<file path="config.mk">
export PLATFORM = sky130hd
export DESIGN_NAME = param_delay_line_flat
export DESIGN_NICKNAME = d
export VERILOG_FILES = /design/src/rtl/param_delay_line_if.sv /design/src/rtl/param_delay_line.sv /design/src/flat_wrapper.sv
export SDC_FILE = /design/constraint.sdc
export NUM_CORES = 1
export LEC_CHECK = 0
export CORE_ASPECT_RATIO = 2
export CORE_UTILIZATION = 30
export DETAILED_ROUTE_END_ITERATION = 7
export GPL_ROUTABILITY_DRIVEN = 0
export GPL_TIMING_DRIVEN = 0
export PLACE_DENSITY = 0.59
export SLEW_MARGIN = 5
export SYNTH_ARGS = -nofsm -noshare
export SYNTH_HDL_FRONTEND = slang
export SYNTH_SLANG_ARGS = --single-unit
</file>
<file path="constraint.sdc">
create_clock -name clk -period 2.3 [get_ports clk]
set_input_delay 0.345 -clock clk [delete_from_list [all_inputs] [get_ports clk]]
set_output_delay 0.345 -clock clk [all_outputs]
set_load 0.01 [all_outputs]
</file>
<file path="src/rtl/param_delay_line_if.sv">
// Stream, control and status signals of the parameterised delay line.
interface param_delay_line_if #(
  parameter int unsigned WIDTH  = 8,
  parameter int unsigned DEPTH  = 4,
  parameter int unsigned DROP_W = 8
);
  localparam int unsigned OCC_W = $clog2(DEPTH + 1);

  logic             in_valid;
  logic [WIDTH-1:0] in_data;
  logic             stall;
  logic             flush;
  logic             in_ready;
  logic             out_valid;
  logic [WIDTH-1:0] out_data;
  logic [OCC_W-1:0] occupancy;
  logic [DROP_W-1:0] drop_cnt;

  // Producer/observer side: drives beats and control, watches results.
  modport master (
    output in_valid, in_data, stall, flush,
    input  in_ready, out_valid, out_data, occupancy, drop_cnt
  );

  // Delay line side.
  modport slave (
    input  in_valid, in_data, stall, flush,
    output in_ready, out_valid, out_data, occupancy, drop_cnt
  );
endinterface

</file>
<file path="src/rtl/param_delay_line.sv">
// Fixed-latency delay line of DEPTH register stages with stall, flush,
// occupancy tracking and a saturating count of beats refused at the input.
module param_delay_line #(
  parameter int unsigned WIDTH  = 8,
  parameter int unsigned DEPTH  = 4,
  parameter int unsigned DROP_W = 8
) (
  input  logic               clk,
  input  logic               rst,
  param_delay_line_if.slave  bus
);

  localparam int unsigned OCC_W = $clog2(DEPTH + 1);
  localparam int unsigned LAST  = DEPTH - 1;

  logic [DEPTH-1:0] valid_q;
  logic [WIDTH-1:0] data_q [DEPTH];
  logic [OCC_W-1:0] occ_q;
  logic [OCC_W-1:0] occ_next_c;
  logic [DROP_W-1:0] drop_q;
  logic             drop_event_c;
  logic             drop_sat_c;

  // Occupancy after a plain shift edge: one beat in, possibly one beat out.
  always_comb begin
    occ_next_c = occ_q;
    occ_next_c = occ_q + OCC_W'(bus.in_valid) - OCC_W'(valid_q[LAST]);
  end

  // An offered beat is lost whenever the line refuses to shift this edge.
  always_comb begin
    drop_event_c = 1'b0;
    drop_sat_c   = 1'b0;
    drop_event_c = bus.in_valid & (bus.stall | bus.flush);
    drop_sat_c   = (drop_q == {DROP_W{1'b1}});
  end

  // Stage registers: reset and flush clear, stall holds, otherwise shift.
  always_ff @(posedge clk) begin
    if (rst || bus.flush) begin
      valid_q <= '0;
      for (int i = 0; i < int'(DEPTH); i++) begin
        data_q[i] <= '0;
      end
    end else if (!bus.stall) begin
      valid_q[0] <= bus.in_valid;
      data_q[0]  <= bus.in_valid ? bus.in_data : '0;
      for (int i = 1; i < int'(DEPTH); i++) begin
        valid_q[i] <= valid_q[i-1];
        data_q[i]  <= data_q[i-1];
      end
    end
  end

  // Count of valid stages, maintained incrementally.
  always_ff @(posedge clk) begin
    if (rst || bus.flush) begin
      occ_q <= '0;
    end else if (!bus.stall) begin
      occ_q <= occ_next_c;
    end
  end

  // Saturating count of refused input beats; flushed stages are not counted.
  always_ff @(posedge clk) begin
    if (rst) begin
      drop_q <= '0;
    end else if (drop_event_c && !drop_sat_c) begin
      drop_q <= drop_q + DROP_W'(1);
    end
  end

  assign bus.in_ready  = !bus.stall;
  assign bus.out_valid = valid_q[LAST];
  assign bus.out_data  = valid_q[LAST] ? data_q[LAST] : '0;
  assign bus.occupancy = occ_q;
  assign bus.drop_cnt  = drop_q;

endmodule

</file>
<file path="src/flat_wrapper.sv">
// flat-port wrapper written by rule: the top's interface ports become plain ports
module param_delay_line_flat 
#(
  parameter int unsigned WIDTH  = 8,
  parameter int unsigned DEPTH  = 4,
  parameter int unsigned DROP_W = 8
)
  (clk, rst, bus_in_valid, bus_in_data, bus_stall, bus_flush, bus_in_ready, bus_out_valid, bus_out_data, bus_occupancy, bus_drop_cnt);
  param_delay_line_if #(.WIDTH(WIDTH), .DEPTH(DEPTH), .DROP_W(DROP_W)) bus_i ();
  input  logic clk;
  input  logic rst;
  input wire logic [$bits(bus_i.in_valid)-1:0] bus_in_valid;
  input wire logic [$bits(bus_i.in_data)-1:0] bus_in_data;
  input wire logic [$bits(bus_i.stall)-1:0] bus_stall;
  input wire logic [$bits(bus_i.flush)-1:0] bus_flush;
  output wire logic [$bits(bus_i.in_ready)-1:0] bus_in_ready;
  output wire logic [$bits(bus_i.out_valid)-1:0] bus_out_valid;
  output wire logic [$bits(bus_i.out_data)-1:0] bus_out_data;
  output wire logic [$bits(bus_i.occupancy)-1:0] bus_occupancy;
  output wire logic [$bits(bus_i.drop_cnt)-1:0] bus_drop_cnt;
  assign bus_i.in_valid = bus_in_valid;
  assign bus_i.in_data = bus_in_data;
  assign bus_i.stall = bus_stall;
  assign bus_i.flush = bus_flush;
  assign bus_in_ready = bus_i.in_ready;
  assign bus_out_valid = bus_i.out_valid;
  assign bus_out_data = bus_i.out_data;
  assign bus_occupancy = bus_i.occupancy;
  assign bus_drop_cnt = bus_i.drop_cnt;
  param_delay_line #(.WIDTH(WIDTH), .DEPTH(DEPTH), .DROP_W(DROP_W)) u_core (.clk(clk), .rst(rst), .bus(bus_i));
endmodule
</file>
---- Word-level counts from Yosys, hierarchy flattened ----
Memories as Yosys holds them, arrays and structs flattened.
Cells that the tools add are included.
storage, ports and cells
  bits in writable memories ............... 32
  memories ................................ 1
  register bits ........................... 15
  word-level logic and storage cells ...... 29
memory list
  memory         depth  bits a word  read ports  clocked after memory_dff  write ports  line                    text
  u_core.data_q  4      8            4           0                         4            param_delay_line.sv:17  logic [WIDTH-1:0] data_q [DEPTH];
cells by class
  $add $sub $neg .......................... 3
  reduce and logical (&&, ||, !) cells .... 4
  bitwise logic cells ..................... 6
  muxes and demuxes ....................... 11
  equality and inequality tests ........... 1
operators with widths
  operator               number
  $mux W8                6
  $add A8 B1 Y8 const B  1
  $eq A8 B8 Y1 const B   1
  $mux W1                5
  $or A1 B1 Y1           5
  $add A3 B1 Y3          1
  $sub A3 B1 Y3          1
  $logic_not A1 Y1       2
  $and A1 B1 Y1          1
  $logic_and A1 B1 Y1    1
  $logic_or A1 B1 Y1     1

---- Depth between registers and ports, before layout ----
Gate-level depths: netlist of run 1.
  depth in word-level cells ............... 4
  depth in mapped cells ................... 10
  mapped depth without buffers ............ 10

---- Least setup slack after synthesis of run 1 ----
Ideal clock, no wire load.
  kind .................................... input-to-reg
  start point ............................. input rst
  end point ............................... memory u_core.data_q[0][0] (enable)
  buffers on the path ..................... 1
  required time ........................... 1.887 ns
  arrival time ............................ 1.477 ns
  slack ................................... 0.410 ns
  cell stages on the path ................. 3
  path through ............................ clkbuf_1 nor3_1 inv_1
RTL lines
  what             line                    text
  start, declared  flat_wrapper.sv:11      input logic rst;
  end, declared    param_delay_line.sv:17

==> summary.md, run 1 <==
| Metric | Value |
|---|---|
| Status | `completed` |
| Setup WS post-layout | `about 0.28 ns` |
| FILL cells | `634` |
| Drt first pass iters | `4` |
| CP startpoint kind | `input pin` |
| Cell Area, Synth | `1930 sq um` |
| Clk network pwr share | `40.3%` |
| Mapped Nets | `between 150 and 200` |
| Wire per inst | `about 11 um` |
| Die area | `between 6000 and 7000 sq um` |
| Vias | `approximately 1200` |
| Hold slack | `between 0.4 and 0.5 ns` |
| Slew headroom | `about three fifths` |
| Mapped Cells | `153` |
| First-pass GRT wire length | `slightly above 5000 um` |
| Setup Skew | `about 0.0065 ns` |
| Post-layout util | `40.7%` |
| Sequential area share after synthesis | `~65%` |
| Hold Fails Final Rpt | `0` |
| Initial core utilization | `30.9%` |
| Final setup viols | `0` |
| CP required | `~2.2 ns` |
| GRT Util Overall | `10.1%` |
| Clock buffer depth | `2` |
| Minimum clock period | `around 2.0 ns` |
| Peak supply drop | `between 0.4 and 0.5 mV` |
| Area Overhead vs Synth | `31.7%` |
| Worst-path clk slew | `approximately 0.060 ns` |
| Power Internal | `1.37 mW` |
| Largest net degree at the start of global routing | `18` |
| Final Slew Violations | `0` |
| Ys async rst share | `0%` |
| Vias in the first global route | `between 1000 and 1500` |
| Antenna diodes | `0` |
| Min-Delay Path Class | `flop to flop` |
| Ys flop type | `edfxtp_1` |
| Clk sinks | `47` |
| CORE AREA | `roughly 6300 sq um` |
| Flops & latches, synth | `47` |
| Routed Antenna Nets | `0` |
| CTS buffer count | `5` |
| Worst Path Arrival | `around 2.0 ns` |
| Period utilization | `between 80% and 90%` |
| Top cell type's share of synthesized area | `around half` |
| Reg area | `approximately 1300 sq um` |
| EDFF count, synth | `32` |
| Netlist cell types | `31` |
| Worst-Skew Late Latency | `around 0.28 ns` |
| Post-route DRC | `0` |
| Initial drt markers | `32` |
| Max cap viols | `0` |
| Fin cells | `282` |
| Initial antenna violation count | `0` |
| Tightest Pin Transition | `between 0.5 and 0.6 ns` |
| Vias per cell | `approximately 4.4` |
| Top post-synthesis cells by area | `edfxtp_1 50%, dfxtp_1 16%, and2_1 10%, and3_1 2.6%, a22o_1 2.3%` |
| Crit path kind | `input pin to flop` |
| Max Freq | `just under 500 MHz` |
| IO Count | `34` |
| Multi-input logic area | `~630 sq um` |
| Port bufs | `33` |
| Leak Pwr | `0.977 nW` |
| Clock Tree Root | `clkbuf_16` |
| P_sw | `approximately 0.34 mW` |
| Setup tns final | `0 ns` |
| Post-DP HPWL | `around 2100 um` |
| Yosys Warn Count | `0` |
| Routed wire length | `about 3000 um` |
| Row cnt | `41` |
| Mapped Avg Cell Area | `roughly 13 sq um` |
| GR Overflow Total | `0` |
| PwrDens | `674 nW/um^2` |
| Combinational power share | `5.0%` |
| NumNets Final | `between 200 and 250` |
| Die Width | `a little under 60 um` |
| Synth area leader | `edfxtp_1` |
| Sw Share | `20.1%` |
| H-tree Lvls | `2` |
| Setup crit end kind | `flop` |
| CTS tree | `yes` |
| Worst slack, placed | `-0.490 ns` |
| Critical Path Fanout Max | `16` |
| Layout cells sized above 1 | `8.16%` |
| Seq pwr share | `a little over half` |
| Placed Cells | `272` |
| Chip Height | `116 um` |
| RSZ-0062 raised after global routing | `false` |
[metrics by stage]
step | power, mW | instance area [sq um]
6_report | 1.72 | 2550
5_1_grt | 1.78 | 2550
4_1_cts | 1.74 | 2540
3_5_place_dp | 1.04 | 2370
3_3_place_gp | 1.04 | 2370
2_1_floorplan | 0.995 | 1930
[final timing paths]
path	from	to	slack (ns)	cells after the start
min	u_core.valid_q[0]$_SDFFE_PP0N_	u_core.valid_q[1]$_SDFFE_PP0N_	0.48	1
max	rst	u_core.data_q[0][13]$_SDFFCE_PN0P_	0.28	4
min reg2reg	u_core.valid_q[0]$_SDFFE_PP0N_	u_core.valid_q[1]$_SDFFE_PP0N_	0.48	1
max reg2reg	u_core.valid_q[3]$_SDFFE_PP0N_	u_core.bus.occupancy[2]$_SDFFE_PP0N_	0.37	9
[cell usage in the layout (no fill, tap or decap)]
cell type / instances
o21a_4: 1
inv_1: 6
a211oi_1: 2
o21ai_0: 2
buf_2: 1
xor2_1: 1
ha_1: 3
nand2_1: 4
buf_4: 1
o2111ai_1: 1
or4_1: 1
a21oi_1: 4
nand4_1: 1
nor3_1: 6
o31ai_1: 1
nand3_1: 2
clkdlybuf4s50_1: 33
and2_1: 32
edfxtp_1: 32
nand2_4: 1
a31oi_1: 1
and3_1: 8
mux2i_1: 1
clkinv_4: 1
clkbuf_1: 5
and4_1: 1
o21ai_1: 1
a22o_1: 5
nor2_1: 7
nor3_4: 1
clkinv_1: 1
or3_2: 1
xnor2_1: 3
fa_1: 1
and3_4: 1
clkbuf_16: 5
clkinvlp_4: 3
dfxtp_1: 15
[state kept, by name, indices dropped and copies added, names as in the netlist]
name and flops:
u_core.data_q 32, u_core.bus.drop_cnt 8, u_core.bus.occupancy 3, u_core.valid_q 4
[critical path, stage by stage]
cell	delay, ns
clkdlybuf4s50_1	0.43
clkbuf_1	0.29
nor3_4	0.46
clkinvlp_4	0.43
[cells in the mapped netlist, drive strengths merged, types with 2 or more instances]
library cell and n:
clkbuf 5, ha 3, nand2 5, and2 32, a21oi 4, a211oi 2
nor2 7, inv 7, edfxtp 32, o21ai 3, nand3 2, a22o 5
dfxtp 15, nor3 7, xnor2 3, and3 9
[cell type report]
cell class | count | area share [%]
Buffer | 6 | 0.933
Clock buffer | 5 | 4.91
Clock inverter | 3 | 0.786
Inverter | 7 | 1.18
Multi-Input combinational cell | 93 | 24.9
Sequential cell | 47 | 49.5
Tap cell | 86 | 4.22
Timing Repair Buffer | 34 | 13.3
Timing Repair inverter | 1 | 0.295
[logic make-up after synthesis]
kind of cell	after synthesis	share of synthesized area (%)
AOI/OAI and AO/OA	18	6.79
xor gates and xnor gates	4	1.81
adders and majority gates	4	2.98
buffers and inverters	13	2.59
DFF	47	65.2
muxes	1	0.517
and+or+nand+nor	66	20.1
[routing by layer]
layer  track usage [%]  vias to the layer above  wire length (um)
met5                 0                        -                 0
met1              11.4                      581              1220
li1                  -                      625                 -
met2              17.6                       28              1690
met4              5.24                        0                73
met3              2.01                        4                97
[what timing repair did]
action | CTS | global route
hold buffers | 0 | 0
setup buffers | 1 | 0
gates cloned | 1 | 0
gates resized for setup | 3 | 1
setup endpoints to repair | 33 | 16
[power by group through the flow]
stage	logic, mW	clock network (mW)	registers, mW
after CTS	0.0864	0.710	0.939
after global routing	0.0951	0.746	0.942
after global placement	0.0809	0	0.957
after detailed placement	0.0826	0	0.958
final	0.0858	0.693	0.939
after floorplan	0.0367	0	0.958
Note: power is estimated with default switching activity, not from simulation.
==> run 2, diff against run 1 <==
- CAP_MARGIN: not set -> 20
- PLACE_DENSITY: 0.59 -> 0.55
==> run 2 against run 1 <==
  * Cell count down 0.35%
  * Hold slack worse by 0.00066 ns
  * Power up 7.2%
  * Critical path type unchanged
  * Largest cell class unchanged
  * Sequential share of layout area down 0.48 points
  * Core utilization up 0.40 points
  * Critical endpoint is now u_core.data_q[0][27]$_SDFFCE_PN0P_
  * Critical path depth up 1
  * Sequential power about the same
  * Cell area up 0.98%
  * First-iteration DRC count down 28%
  * Clock power up 18%
==> summary.md, run 2 (synthesis gave the netlist of run 1 again) <==
| Metric | Value |
|---|---|
| Period utilization | `88.0% (about the same)` |
| Number of flip-flops in the largest register | `32 (unchanged)` |
| Setup WS post-layout | `0.276 ns (was 0.277 ns)` |
| Critical Path Fanout Max | `23 (was 16)` |
| Setup crit end kind | `flop (unchanged)` |
| Worst-path clk slew | `0.06 ns (about the same)` |
| Worst-Skew Late Latency | `0.29 ns (was 0.28 ns)` |
| First-pass GRT wire length | `5260 um (was 5060 um)` |
| Routed Antenna Nets | `0 (unchanged)` |
| CP bufs+invs | `4 (was 3)` |
| CTS tree | `yes (unchanged)` |
| Port bufs | `33 (unchanged)` |
| Antenna diodes | `0 (unchanged)` |
| Clock Tree Root | `clkbuf_16 (unchanged)` |
| Routed wire length | `3100 um (was 3080 um)` |
| Setup Skew | `0.00383 ns (was 0.00653 ns)` |
| Area Overhead vs Synth | `33.0% (was 31.7%)` |
| Layout cells sized above 1 | `7.18% (was 8.16%)` |
| Most common cell after layout, fill and taps aside | `clkdlybuf4s50_1 (unchanged)` |
| Row cnt | `41 (unchanged)` |
| GR Overflow Total | `0 (unchanged)` |
| Initial antenna violation count | `0 (unchanged)` |
| CORE AREA | `6260 sq um (unchanged)` |
| Post-route DRC | `0 (unchanged)` |
| Minimum clock period | `2.02 ns (about the same)` |
| Slowest stage delay, CP | `0.60 ns (was 0.46 ns)` |
| CP required | `2.34 ns (was 2.24 ns)` |
| Die Width | `58.8 um (unchanged)` |
| Drt first pass iters | `3 (was 4)` |
| Setup tns final | `0 ns (unchanged)` |
| Post_cts resized | `1 (was 3)` |
| Clk sinks | `47 (unchanged)` |
| Hold Fails Final Rpt | `0 (unchanged)` |
| Wire per inst | `11.0 um (was 10.9 um)` |
| IO Count | `34 (unchanged)` |
| Post-layout util | `41.1% (was 40.7%)` |
| Clock buffer depth | `2 (unchanged)` |
| Initial drt markers | `23 (was 32)` |
| CP startpoint kind | `input pin (unchanged)` |
| Initial core utilization | `30.9% (unchanged)` |
| Final setup viols | `0 (unchanged)` |
| Post-CTS setup buffer count | `0 (was 1)` |
| Family with the most delay on the worst path | `buffers and inverters (unchanged)` |
| Crit path kind | `input pin to flop (unchanged)` |
| Slew headroom | `66.9% (was 61.1%)` |
| Vias in the first global route | `1194 (was 1130)` |
| Vias | `1236 (was 1238)` |
| Crit path max-delay cell type | `clkdlybuf4s50_1 (was nor3_4)` |
| Crit path top cell by count | `inv_1` |
| Largest net degree at the start of global routing | `24 (was 18)` |
| Worst Path Arrival | `2.07 ns (was 1.96 ns)` |
| Chip Height | `116 um (unchanged)` |
| GRT Util Overall | `10.3% (was 10.1%)` |
| Worst path cell trace | `clkdlybuf4s50_1 -> inv_1 -> nor3_2 -> inv_1 -> buf_16 (was clkdlybuf4s50_1 -> clkbuf_1 -> nor3_4 -> clkinvlp_4)` |
| RSZ-0062 raised after global routing | `false (unchanged)` |
| Die area | `6790 sq um (unchanged)` |
| Post-DP HPWL | `2210 um (was 2100 um)` |
| Commonest non-fill, non-tap cells in the layout | `33 x clkdlybuf4s50_1, 32 x and2_1, 32 x edfxtp_1 (unchanged)` |
| Peak supply drop | `0.382 mV (was 0.496 mV)` |
| NumNets Final | `211 (was 212)` |
| H-tree Lvls | `2 (unchanged)` |
| Tightest Pin Transition | `0.496 ns (was 0.584 ns)` |
| Leak Pwr | `1.00 nW (was 0.977 nW)` |
| Hold buffer count at CTS | `0 (unchanged)` |
| Largest Register | `u_core.data_q (unchanged)` |
| Status | `completed (unchanged)` |
| Fin cells | `281 (was 282)` |
| PwrDens | `716 nW/um^2 (was 674 nW/um^2)` |
| Worst slack, placed | `-0.390 ns (was -0.490 ns)` |
| Placed Cells | `273 (was 272)` |
| Max cap viols | `0 (unchanged)` |
| Max Freq | `494 MHz (about the same)` |
| CTS buffer count | `5 (unchanged)` |
| Final Slew Violations | `0 (unchanged)` |
| Vias per cell | `4.40 (was 4.39)` |
| Min-Delay Path Class | `flop to flop (unchanged)` |
## run 2: power breakdown
group / internal, mW / leakage, nW / switching [mW] / total [mW]
registers: 0.930 / 0.493 / 0.00902 / 0.939
logic: 0.0446 / 0.425 / 0.0414 / 0.0860
clock network: 0.513 / 0.0818 / 0.304 / 0.816
## run 2: layout make-up
| class | count | area (sq um) |
|---|---|---|
| Buffer | 6 | 23.8 |
| Clock inverter | 3 | 42.5 |
| Multi-Input combinational cell | 93 | 628 |
| Tap cell | 86 | 108 |
| Clock buffer | 5 | 125 |
| Fill cell | 626 | 3690 |
| Sequential cell | 47 | 1260 |
| Inverter | 7 | 26.3 |
| Timing Repair Buffer | 34 | 358 |
## run 2: path summary, 6_finish.rpt
kind	startpoint	end	slack (ns)	cells past startpoint
worst min-delay path	u_core.valid_q[0]$_SDFFE_PP0N_	u_core.valid_q[1]$_SDFFE_PP0N_	0.47	1
worst max register to register	u_core.valid_q[3]$_SDFFE_PP0N_	u_core.bus.occupancy[2]$_SDFFE_PP0N_	0.36	9
worst min register to register	u_core.valid_q[0]$_SDFFE_PP0N_	u_core.valid_q[1]$_SDFFE_PP0N_	0.47	1
worst max-delay path	bus_stall	u_core.data_q[0][27]$_SDFFCE_PN0P_	0.28	5
## run 2: layer usage
layer,vias to the layer above,share of wire [%],wire length [um],global-route usage [%]
li1,621,-,-,-
met1,584,40,1240,10.7
met2,25,54,1680,18.3
met3,6,3.2,100,2.46
met4,0,2.7,84,6.19
met5,-,0,0,0
## run 2: per-stage QoR
step / area, sq um / total power [mW] / hold WS [ns]
6_report: 2570 / 1.84 / 0.475
4_1_cts: 2570 / 1.87 / 0.476
5_1_grt: 2570 / 1.91 / 0.495
3_3_place_gp: 2370 / 1.04 / 0.453
2_1_floorplan: 1930 / 0.995 / 0.422
3_5_place_dp: 2400 / 1.05 / 0.456
